<file path="src/rtl/stack_pkg.sv">
// Shared sizing and state encoding for the hardware-stack burst sequencer.
package stack_pkg;

  localparam int unsigned DEPTH   = 128;
  localparam int unsigned DATA_W  = 32;
  localparam int unsigned REG_AW  = 4;
  localparam int unsigned COUNT_W = $clog2(DEPTH + 1);

  typedef enum logic [1:0] {
    IDLE  = 2'd0,
    PUSH  = 2'd1,
    POP   = 2'd2,
    DRAIN = 2'd3
  } state_t;

endpackage

</file>
<file path="src/rtl/stack_occ_counter.sv">
// Up/down occupancy counter for the hardware stack, saturating at 0 and DEPTH,
// with headroom/availability compares against a requested burst length.
module stack_occ_counter #(
  parameter int unsigned DEPTH = stack_pkg::DEPTH,
  parameter int unsigned N_W   = stack_pkg::REG_AW + 1
) (
  input  logic                           clk,
  input  logic                           reset,
  input  logic                           inc,
  input  logic                           dec,
  input  logic [N_W-1:0]                 req_n,
  output logic [$clog2(DEPTH+1)-1:0]     count,
  output logic                           full,
  output logic                           empty,
  output logic                           room_ok,
  output logic                           avail_ok
);

  localparam int unsigned CW = $clog2(DEPTH + 1);
  localparam int unsigned SW = ((CW > N_W) ? CW : N_W) + 1;

  logic [SW-1:0] cnt_w;
  logic [SW-1:0] n_w;
  logic [SW-1:0] sum_w;
  logic [SW-1:0] depth_w;

  // Headroom compares are done one bit wider so count+N cannot wrap.
  always_comb begin
    cnt_w    = SW'(count);
    n_w      = SW'(req_n);
    sum_w    = cnt_w + n_w;
    depth_w  = SW'(DEPTH);
    full     = (count == CW'(DEPTH));
    empty    = (count == '0);
    room_ok  = (sum_w <= depth_w);
    avail_ok = (n_w <= cnt_w);
  end

  // Occupancy register; requests past either bound are ignored.
  always_ff @(posedge clk) begin
    if (reset) begin
      count <= '0;
    end else if (inc && !dec && !full) begin
      count <= count + CW'(1);
    end else if (dec && !inc && !empty) begin
      count <= count - CW'(1);
    end
  end

endmodule

</file>
<file path="src/rtl/stack_burst_seq.sv">
// Sequencer in front of the CPU hardware stack: turns register-range
// save/restore requests into back-to-back push/pop bursts, forwards single
// CPU ops when idle, and blocks/flags overflow, underflow and conflicts.
module stack_burst_seq #(
  parameter int unsigned DEPTH  = stack_pkg::DEPTH,
  parameter int unsigned DATA_W = stack_pkg::DATA_W,
  parameter int unsigned REG_AW = stack_pkg::REG_AW
) (
  input  logic                       clk,
  input  logic                       reset,
  input  logic                       start,
  input  logic                       dir,
  input  logic [REG_AW-1:0]          first_reg,
  input  logic [REG_AW-1:0]          last_reg,
  input  logic                       hold,
  input  logic                       cpu_push,
  input  logic                       cpu_pop,
  input  logic [DATA_W-1:0]          cpu_d,
  output logic                       busy,
  output logic                       done,
  output logic [REG_AW-1:0]          rf_raddr,
  input  logic [DATA_W-1:0]          rf_rdata,
  output logic                       rf_we,
  output logic [REG_AW-1:0]          rf_waddr,
  output logic [DATA_W-1:0]          rf_wdata,
  output logic                       stack_push,
  output logic                       stack_pop,
  output logic [DATA_W-1:0]          stack_d,
  input  logic [DATA_W-1:0]          stack_q,
  output logic [$clog2(DEPTH+1)-1:0] count,
  output logic                       err_ovf,
  output logic                       err_unf,
  output logic                       err_conf,
  output logic                       err_irq
);

  import stack_pkg::*;

  state_t              state_q, state_d;
  logic [REG_AW-1:0]   ptr_q, ptr_d;
  logic [REG_AW-1:0]   end_q, end_d;
  logic [REG_AW-1:0]   waddr_q, waddr_d;
  logic                pend_q, pend_d;
  logic                bufv_q, bufv_d;
  logic                pop_q, pop_d;
  logic                done_q, done_d;
  logic [DATA_W-1:0]   buf_q, buf_d;

  logic [REG_AW:0]     n_len;
  logic                full, empty, room_ok, avail_ok;
  logic                range_ok, accept, cpu_any;
  logic                finish_pend, capture;

  stack_occ_counter #(
    .DEPTH (DEPTH),
    .N_W   (REG_AW + 1)
  ) u_occ (
    .clk      (clk),
    .reset    (reset),
    .inc      (stack_push),
    .dec      (stack_pop),
    .req_n    (n_len),
    .count    (count),
    .full     (full),
    .empty    (empty),
    .room_ok  (room_ok),
    .avail_ok (avail_ok)
  );

  // State and datapath registers.
  always_ff @(posedge clk) begin
    if (reset) begin
      state_q <= IDLE;
      ptr_q   <= '0;
      end_q   <= '0;
      waddr_q <= '0;
      pend_q  <= 1'b0;
      bufv_q  <= 1'b0;
      pop_q   <= 1'b0;
      done_q  <= 1'b0;
      buf_q   <= '0;
    end else begin
      state_q <= state_d;
      ptr_q   <= ptr_d;
      end_q   <= end_d;
      waddr_q <= waddr_d;
      pend_q  <= pend_d;
      bufv_q  <= bufv_d;
      pop_q   <= pop_d;
      done_q  <= done_d;
      buf_q   <= buf_d;
    end
  end

  // Next-state, burst issue, single-op forwarding and error pulses.
  always_comb begin
    state_d     = state_q;
    ptr_d       = ptr_q;
    end_d       = end_q;
    waddr_d     = waddr_q;
    pend_d      = pend_q;
    bufv_d      = bufv_q;
    pop_d       = pop_q;
    done_d      = 1'b0;
    buf_d       = buf_q;

    busy        = (state_q != IDLE);
    done        = done_q;
    rf_raddr    = ptr_q;
    rf_we       = 1'b0;
    rf_waddr    = '0;
    rf_wdata    = '0;
    stack_push  = 1'b0;
    stack_pop   = 1'b0;
    stack_d     = '0;
    err_ovf     = 1'b0;
    err_unf     = 1'b0;
    err_conf    = 1'b0;

    n_len       = {1'b0, last_reg} - {1'b0, first_reg} + (REG_AW + 1)'(1);
    range_ok    = (first_reg <= last_reg);
    cpu_any     = cpu_push | cpu_pop;
    accept      = 1'b0;
    finish_pend = 1'b0;
    capture     = 1'b0;

    case (state_q)
      IDLE: begin
        if (hold) begin
          err_conf = cpu_any;
        end else begin
          if (start) begin
            if (!range_ok)               err_conf = 1'b1;
            else if (!dir && !room_ok)   err_ovf  = 1'b1;
            else if (dir && !avail_ok)   err_unf  = 1'b1;
            else                         accept   = 1'b1;
          end
          if (accept) begin
            state_d  = dir ? POP : PUSH;
            ptr_d    = dir ? last_reg : first_reg;
            end_d    = dir ? first_reg : last_reg;
            pop_d    = dir;
            pend_d   = 1'b0;
            bufv_d   = 1'b0;
            err_conf = err_conf | cpu_any;
          end else if (cpu_push && cpu_pop) begin
            err_conf = 1'b1;
          end else if (cpu_push) begin
            if (full) begin
              err_ovf = 1'b1;
            end else begin
              stack_push = 1'b1;
              stack_d    = cpu_d;
            end
          end else if (cpu_pop) begin
            if (empty) err_unf   = 1'b1;
            else       stack_pop = 1'b1;
          end
        end
      end
      PUSH, POP: begin
        err_conf = cpu_any;
        if (hold) begin
          capture = 1'b1;
        end else begin
          finish_pend = 1'b1;
          stack_pop   = pop_q;
          waddr_d     = ptr_q;
          pend_d      = 1'b1;
          bufv_d      = 1'b0;
          if (ptr_q == end_q) state_d = DRAIN;
          else                ptr_d   = pop_q ? ptr_q - REG_AW'(1) : ptr_q + REG_AW'(1);
        end
      end
      DRAIN: begin
        err_conf = cpu_any;
        if (hold) begin
          capture = 1'b1;
        end else begin
          finish_pend = 1'b1;
          pend_d      = 1'b0;
          bufv_d      = 1'b0;
          state_d     = IDLE;
          done_d      = 1'b1;
        end
      end
      default: state_d = IDLE;
    endcase

    // The read/pop issued in the previous active cycle completes here; if a
    // stall lands on that cycle the live word is parked in buf_q instead.
    if (finish_pend && pend_q) begin
      if (pop_q) begin
        rf_we    = 1'b1;
        rf_waddr = waddr_q;
        rf_wdata = bufv_q ? buf_q : stack_q;
      end else begin
        stack_push = 1'b1;
        stack_d    = bufv_q ? buf_q : rf_rdata;
      end
    end
    if (capture && pend_q && !bufv_q) begin
      buf_d  = pop_q ? stack_q : rf_rdata;
      bufv_d = 1'b1;
    end

    err_irq = err_ovf | err_unf | err_conf;

    if (reset) begin
      busy       = 1'b0;
      done       = 1'b0;
      rf_raddr   = '0;
      rf_we      = 1'b0;
      rf_waddr   = '0;
      rf_wdata   = '0;
      stack_push = 1'b0;
      stack_pop  = 1'b0;
      stack_d    = '0;
      err_ovf    = 1'b0;
      err_unf    = 1'b0;
      err_conf   = 1'b0;
      err_irq    = 1'b0;
    end
  end

endmodule

</file>
<file path="config.mk">
export PLATFORM = sky130hd
export DESIGN_NAME = stack_burst_seq
export DESIGN_NICKNAME = d
export VERILOG_FILES = /design/src/rtl/stack_pkg.sv /design/src/rtl/stack_occ_counter.sv /design/src/rtl/stack_burst_seq.sv
export SDC_FILE = /design/constraint.sdc
export NUM_CORES = 1
export LEC_CHECK = 0
export CORE_AREA = 2 2 81 161
export DETAILED_ROUTE_END_ITERATION = 10
export DIE_AREA = 0 0 83 163
export PLACE_DENSITY = 0.77
export RECOVER_POWER = 25
export SLEW_MARGIN = 20
export SYNTH_ARGS = -nofsm -noshare
export SYNTH_HDL_FRONTEND = slang
export SYNTH_HIERARCHICAL = 1
export SYNTH_SLANG_ARGS = --single-unit
export TNS_END_PERCENT = 1
</file>
<file path="constraint.sdc">
create_clock -name clk -period 8.4 [get_ports clk]
set_clock_uncertainty 0.2 [all_clocks]
set_input_delay 1.26 -clock clk [delete_from_list [all_inputs] [get_ports clk]]
set_output_delay 1.26 -clock clk [all_outputs]
set_load 0.01 [all_outputs]
</file>
==> results.py, run 1 <==
metrics = {
    "outcome": {
        "status": "complete, but fails checks",
        "violations": "max-capacitance violations, max-slew violations",
    },
    "cts": {
        "htreeDepth": 3,
        "cts_resized": 0,
        "post_cts_buffers": 0,
        "clk_latency_ns": 0.33,
        "clockBufferDepth": 2,
        "cts_hold_buffers": 0,
        "cts_buffers": 9,
        "cts_tree": "yes",
        "clock-sinks": 58,
        "clockRootBuffer": "clkbuf_16",
        "path_clk_slew_ns": 0.05,
    },
    "final_layout": {
        "final_cell_mix": "clkdlybuf4s50_1 (189), mux2i_1 (105), nor2_1 (101)",
        "utilization": 0.600,
        "drive_gt1_frac": 0.0561,
        "final_common_cell": "clkdlybuf4s50_1",
        "antennaDiodeCount": 0,
        "syn2layout_area_growth_pct": 46.2,
        "layout.nets": 928,
    },
    "logic_synthesis": {
        "yosys_warnings": 6,
        "seq_area_frac_synth": 0.228,
        "synth_edf_count": 0,
        "syn_area_um2": 5090,
        "synthCells": 605,
        "async_flop_share": 0,
        "ys_seq_elements": 58,
        "synth.distinct_cells": 61,
        "ys.flop_type": "dfxtp_1",
        "synth_fp_nets": 752,
        "syn_area_per_cell_um2": 8.42,
    },
    "placed_design": {
        "io_buffers": 199,
        "dpl.hpwl_mm": 11.0,
        "place.gp.congestion": 0.899,
    },
    "critical_path": {
        "cp_max_fo": 7,
        "cp-start-kind": "primary input",
        "end_kind": "flip-flop",
        "worst-path-buf-inv": 5,
        "arrival_ns": 8.02,
        "path_depth": 27,
        "r2r_slack_ns": 2.50,
        "startpoint": "last_reg[1]",
        "critPathKind": "in -> reg",
        "slowest_delay_ns": 0.55,
        "r2r-end": "u_occ/count[7]",
        "r2r_start": "u_occ/count[1]",
        "rr_worst_depth": 20,
        "crit_required_ns": 8.42,
        "crit_family": "compound AO/OA/AOI/OAI gates",
        "endpoint": "u_occ/count[7]",
        "slowest_stage": "clkdlybuf4s50_1",
    },
    "route": {
        "drtIter0Drc": 213,
        "ant_nets": 0,
        "drc": 0,
        "via_per_inst": 5.51,
        "wl_per_cell_um": 15.9,
        "drtPass1Iterations": 4,
        "dr_total_vias": 5147,
        "wl_mm": 14.8,
    },
    "global_routing": {
        "antenna_found_initial": 0,
        "grt_usage": 0.215,
        "grt_pass1_wl_mm": 24.2,
        "grt_start_max_net_pins": 78,
        "grt_overflow": 0,
        "grt_pass1_vias": 4946,
    },
    "sta": {
        "drv_slew": 30,
        "fmax_mhz": 125,
        "finalHoldViolCount": 0,
        "worst_pin_slew_ns": 1.77,
        "setup_tns_ns": 0,
        "finalSetupViolCount": 0,
        "fin_crit_ns": 8.01,
        "grt_setup_unrepaired": "false",
        "post-route-period-util": 0.953,
        "maxSlewHeadroom": -0.186,
    },
    "power": {
        "p_int_mw": 0.812,
        "power.leakage_nw": 2.60,
        "p_sw_frac": 0.345,
        "seq_power_share": 0.278,
        "power_density_nw_per_um2": 167,
        "p_comb_frac": 0.430,
        "p_sw_mw": 0.428,
        "pwr-share-clk": 0.293,
        "vdd_drop_max_uv": 98.7,
    },
    "floorplan": {
        "coreArea_um2": 12400,
        "dieArea_um2": 13500,
        "initial_utilization": 0.410,
        "die_y_um": 163,
        "boundaryPins": 200,
        "dieWidth_um": 83,
        "fp-row-count": 58,
    },
    "run": {
        "maxCapViolCount": 1,
    },
    "min_path": {
        "hold_class": "reg -> reg",
        "whs_path_depth": 2,
    },
}
state kept, by name, summed over array words and instances (netlist names):
register,cells
buf_q,32
bufv_q,1
done_q,1
end_q,4
pend_q,1
pop_q,1
ptr_q,4
state_q,2
u_occ/count,8
waddr_q,4
cells in the mapped netlist, drive strengths merged, types with 6 or more instances:
library cell / n / area [µm²]
nor2: 102 / 385
buf: 20 / 95.1
mux2i: 105 / 1050
a211oi: 48 / 360
a21oi: 21 / 105
clkbuf: 22 / 82.6
nor3: 10 / 66.3
ha: 31 / 388
o31ai: 6 / 45.0
mux2: 6 / 67.6
o2bb2ai: 32 / 280
o21ai: 7 / 38.8
inv: 35 / 131
nand2: 10 / 40.0
dfxtp: 58 / 1160
nor2b: 13 / 81.3
xor2: 7 / 61.3
xnor2: 10 / 87.6
through the flow:
| step | instances | power [mW] | instance area (µm²) | hold slack, ns | worst slack (ns) |
|---|---|---|---|---|---|
| after detailed placement | 920 | 0.877 | 7160 | 0.279 | 0.150 |
| after global placement | 920 | 0.868 | 7160 | 0.265 | 0.449 |
| after global routing | 934 | 1.32 | 7440 | 0.328 | 0.00105 |
| final | 934 | 1.24 | 7440 | 0.291 | 0.395 |
| after CTS | 934 | 1.25 | 7460 | 0.304 | 0.487 |
| after floorplan | 605 | 0.706 | 5090 | 0.264 | 0.961 |
how the worst min path moves through the flow:
stage,startpoint,to,slack [ns]
CTS,pend_q,pend_q,0.30
floorplan,pend_q,pend_q,0.26
global route,pend_q,pend_q,0.33
detailed placement,pop_q,pop_q,0.28
finish,pop_q,pop_q,0.29
global placement,pop_q,pop_q,0.27
cell families (layout without fill, tap and decap cells):
group,count (synthesis),in the layout,synth area share
buf+inv,77,256,0.0607
compound gates,138,138,0.206
xor+xnor,17,17,0.0292
fa+ha+maj,36,36,0.0958
mux,111,111,0.220
simple gates,168,168,0.160
flops,58,58,0.228
power by group through the flow:
stage	logic, mW	registers (mW)	clock network [mW]
after global routing	0.586	0.348	0.385
after CTS	0.533	0.344	0.372
final	0.533	0.344	0.363
after floorplan	0.367	0.339	0
after detailed placement	0.528	0.349	0
after global placement	0.520	0.348	0
metal layers:
layer,routed length (µm),track usage
met1,6520,0.265
met2,7020,0.364
met3,1140,0.0654
met4,155,0.0514
met5,0,0
worst reg2reg max path, delay by kind of cell (launching register included):
| kind | cells | cell delay, ns |
|---|---|---|
| buf+inv | 1 | 0.09 |
| fa+ha+maj | 2 | 0.67 |
| flops | 1 | 0.52 |
| mux | 1 | 0.29 |
| simple gates | 7 | 1.88 |
| compound gates | 9 | 2.13 |
final cells by class:
cell class | instances | area, µm²
multi-input cells | 470 | 3620
fillers | 1098 | 4960
flip-flops and latches | 58 | 1170
clock inverters | 3 | 40.0
well taps | 150 | 188
clock buffers | 11 | 253
repair buffers | 207 | 2040
inverters | 35 | 131
No activity file was read; power rests on OpenSTA's default activity.
==> run 2: changes to the inputs <==
--- a/config.mk
+++ b/config.mk
@@ -5,10 +5,10 @@
 export SDC_FILE = /design/constraint.sdc
 export NUM_CORES = 1
 export LEC_CHECK = 0
-export CORE_AREA = 2 2 81 161
+export CORE_AREA = 2 2 96 190
 export DETAILED_ROUTE_END_ITERATION = 10
-export DIE_AREA = 0 0 83 163
-export PLACE_DENSITY = 0.77
+export DIE_AREA = 0 0 98 192
+export PLACE_DENSITY = 0.58
 export RECOVER_POWER = 25
 export SLEW_MARGIN = 20
 export SYNTH_ARGS = -nofsm -noshare
==> results.py, run 2 (synthesized netlist as in run 1, its figures left out) <==
metrics = {
    "outcome": {
        "status": "complete, but fails checks",
        "violations": "max-capacitance violations, max-slew violations",
    },
    "global_routing": {
        "antenna_found_initial": 0,
        "grt_pass1_vias": 5486,
        "grt-busiest-layer": "met2",
        "grt_overflow": 0,
        "gr-usage-met2": 0.367,
        "grt_start_max_net_pins": 67,
        "grt_use_met3": 0.0291,
        "grt_pass1_wl_mm": 27.7,
        "grt_usage": 0.182,
        "grtUsageMet1": 0.181,
    },
    "floorplan": {
        "die_y_um": 192,
        "fp-row-count": 68,
        "dieWidth_um": 98,
        "dieArea_um2": 18800,
        "initial_utilization": 0.295,
        "boundaryPins": 200,
        "coreArea_um2": 17300,
    },
    "power": {
        "p_comb_frac": 0.435,
        "pwr-share-clk": 0.285,
        "p_sw_mw": 0.449,
        "vdd_drop_max_uv": 108,
        "power_density_nw_per_um2": 166,
        "power.leakage_nw": 2.58,
        "p_sw_frac": 0.360,
        "p_int_mw": 0.800,
        "seq_power_share": 0.280,
    },
    "cts": {
        "clock-sinks": 58,
        "cts_tree": "yes",
        "clk_latency_ns": 0.32,
        "htreeDepth": 3,
        "cts_buffers": 9,
        "clockBufferDepth": 2,
        "path_clk_slew_ns": 0.05,
        "clockRootBuffer": "clkbuf_16",
    },
    "final_layout": {
        "layout.nets": 926,
        "regMostFlops": "buf_q",
        "syn2layout_area_growth_pct": 47.5,
        "drive_gt1_frac": 0.0575,
        "antennaDiodeCount": 0,
        "final_common_cell": "clkdlybuf4s50_1",
        "fin_area_um2": 7510,
        "largest_register_ff_count": 32,
        "final_cell_mix": "clkdlybuf4s50_1 (189), mux2i_1 (105), nor2_1 (100)",
        "top_regs": "buf_q x32, u_occ/count x8",
        "stdcell_count": 993,
    },
    "critical_path": {
        "slowest_stage": "clkdlybuf4s50_1",
        "end_kind": "flip-flop",
        "arrival_ns": 8.02,
        "rr_worst_depth": 20,
        "crit_family": "compound AO/OA/AOI/OAI gates",
        "slowest_delay_ns": 0.55,
        "startpoint": "last_reg[1]",
        "path_depth": 27,
        "r2r_start": "u_occ/count[2]",
        "worst-path-buf-inv": 4,
        "r2r_slack_ns": 2.53,
        "crit_required_ns": 8.42,
        "endpoint": "u_occ/count[7]",
        "cpMostUsedCell": "ha_1",
        "cp_max_fo": 7,
        "cp-start-kind": "primary input",
        "r2r-end": "u_occ/count[7]",
        "critPathKind": "in -> reg",
    },
    "sta": {
        "grt_setup_unrepaired": "false",
        "fin_crit_ns": 8.00,
        "worst_pin_slew_ns": 2.60,
        "holdWs_ns": 0.283,
        "post-route-period-util": 0.952,
        "setup_tns_ns": 0,
        "fmax_mhz": 125,
        "finalSetupViolCount": 0,
        "finalHoldViolCount": 0,
        "setup_slack_ns": 0.400,
        "drv_slew": 65,
        "maxSlewHeadroom": -0.735,
    },
    "route": {
        "drtPass1Iterations": 4,
        "ant_nets": 0,
        "dr_total_vias": 5144,
        "wl_per_cell_um": 17.7,
        "drc": 0,
        "drtIter0Drc": 138,
        "wl_mm": 17.5,
        "via_per_inst": 5.18,
    },
    "placed_design": {
        "io_buffers": 199,
        "dpl.hpwl_mm": 13.5,
        "placed_area_um2": 7220,
        "place.gp.congestion": 0.845,
        "dp_slack_ns": 0.0565,
        "dp_cells": 978,
    },
    "min_path": {
        "whs_path_depth": 2,
        "hold_class": "reg -> reg",
        "min_from": "pop_q",
    },
    "run": {
        "maxCapViolCount": 1,
    },
}
[run 2: power groups by stage]
stage          combinational, mW  sequential [mW]  clock (mW)
3_5_place_dp               0.541            0.356           0
4_1_cts                    0.544            0.350       0.369
3_3_place_gp               0.530            0.354           0
2_1_floorplan              0.367            0.339           0
6_report                   0.543            0.350       0.357
5_1_grt                    0.595            0.355       0.381
[run 2: worst min path at each step]
stage / slack, ns / endpoint
2_1_floorplan: 0.26 / pend_q
3_3_place_gp: 0.27 / pop_q
3_5_place_dp: 0.27 / pop_q
4_1_cts: 0.29 / pop_q
5_1_grt: 0.33 / pend_q
6_report: 0.28 / pop_q
[run 2: metal layers]
metal / up-vias / part of all wire
met2: 173 / 0.57
li1: 2552 / -
met4: 0 / 0.027
met1: 2392 / 0.36
met3: 27 / 0.041
met5: - / 0
[run 2: layout make-up]
| class | count | area (µm²) |
|---|---|---|
| sequential | 58 | 1170 |
| inverter | 35 | 131 |
| clock buffer | 10 | 229 |
| fill | 1738 | 9760 |
| multi-input combinational | 470 | 3640 |
| timing repair buffer | 205 | 2030 |
| clock inverter | 5 | 56.3 |
| tap | 210 | 263 |
[run 2: worst reg2reg max path, cell delays in order (launching register included)]
cell	delay [ns]
dfxtp_1	0.44
inv_1	0.13
ha_1	0.39
nor3b_1	0.34
o31ai_1	0.20
a211oi_2	0.27
o32ai_1	0.15
a2bb2oi_1	0.17
mux2_2	0.30
nand2_2	0.13
o21ai_2	0.10
or4_1	0.42
a211oi_1	0.30
nor2b_1	0.13
nand2_1	0.24
ha_1	0.34
and2_4	0.17
a221o_1	0.38
or4_4	0.50
a221o_1	0.30
a22o_1	0.17
[run 2: timing repair]
item                                    4_1_cts  5_1_grt
hold buffers                                  0        0
gates resized for setup                       0        1
setup buffers                                 0        0
endpoints found under the setup margin        0        1
[run 2: stage by stage]
| step | power, mW | utilization |
|---|---|---|
| 6_report | 1.25 | 0.435 |
| 5_1_grt | 1.33 | 0.435 |
| 4_1_cts | 1.26 | 0.435 |
| 3_5_place_dp | 0.896 | 0.418 |
| 3_3_place_gp | 0.884 | 0.418 |
| 2_1_floorplan | 0.706 | - |
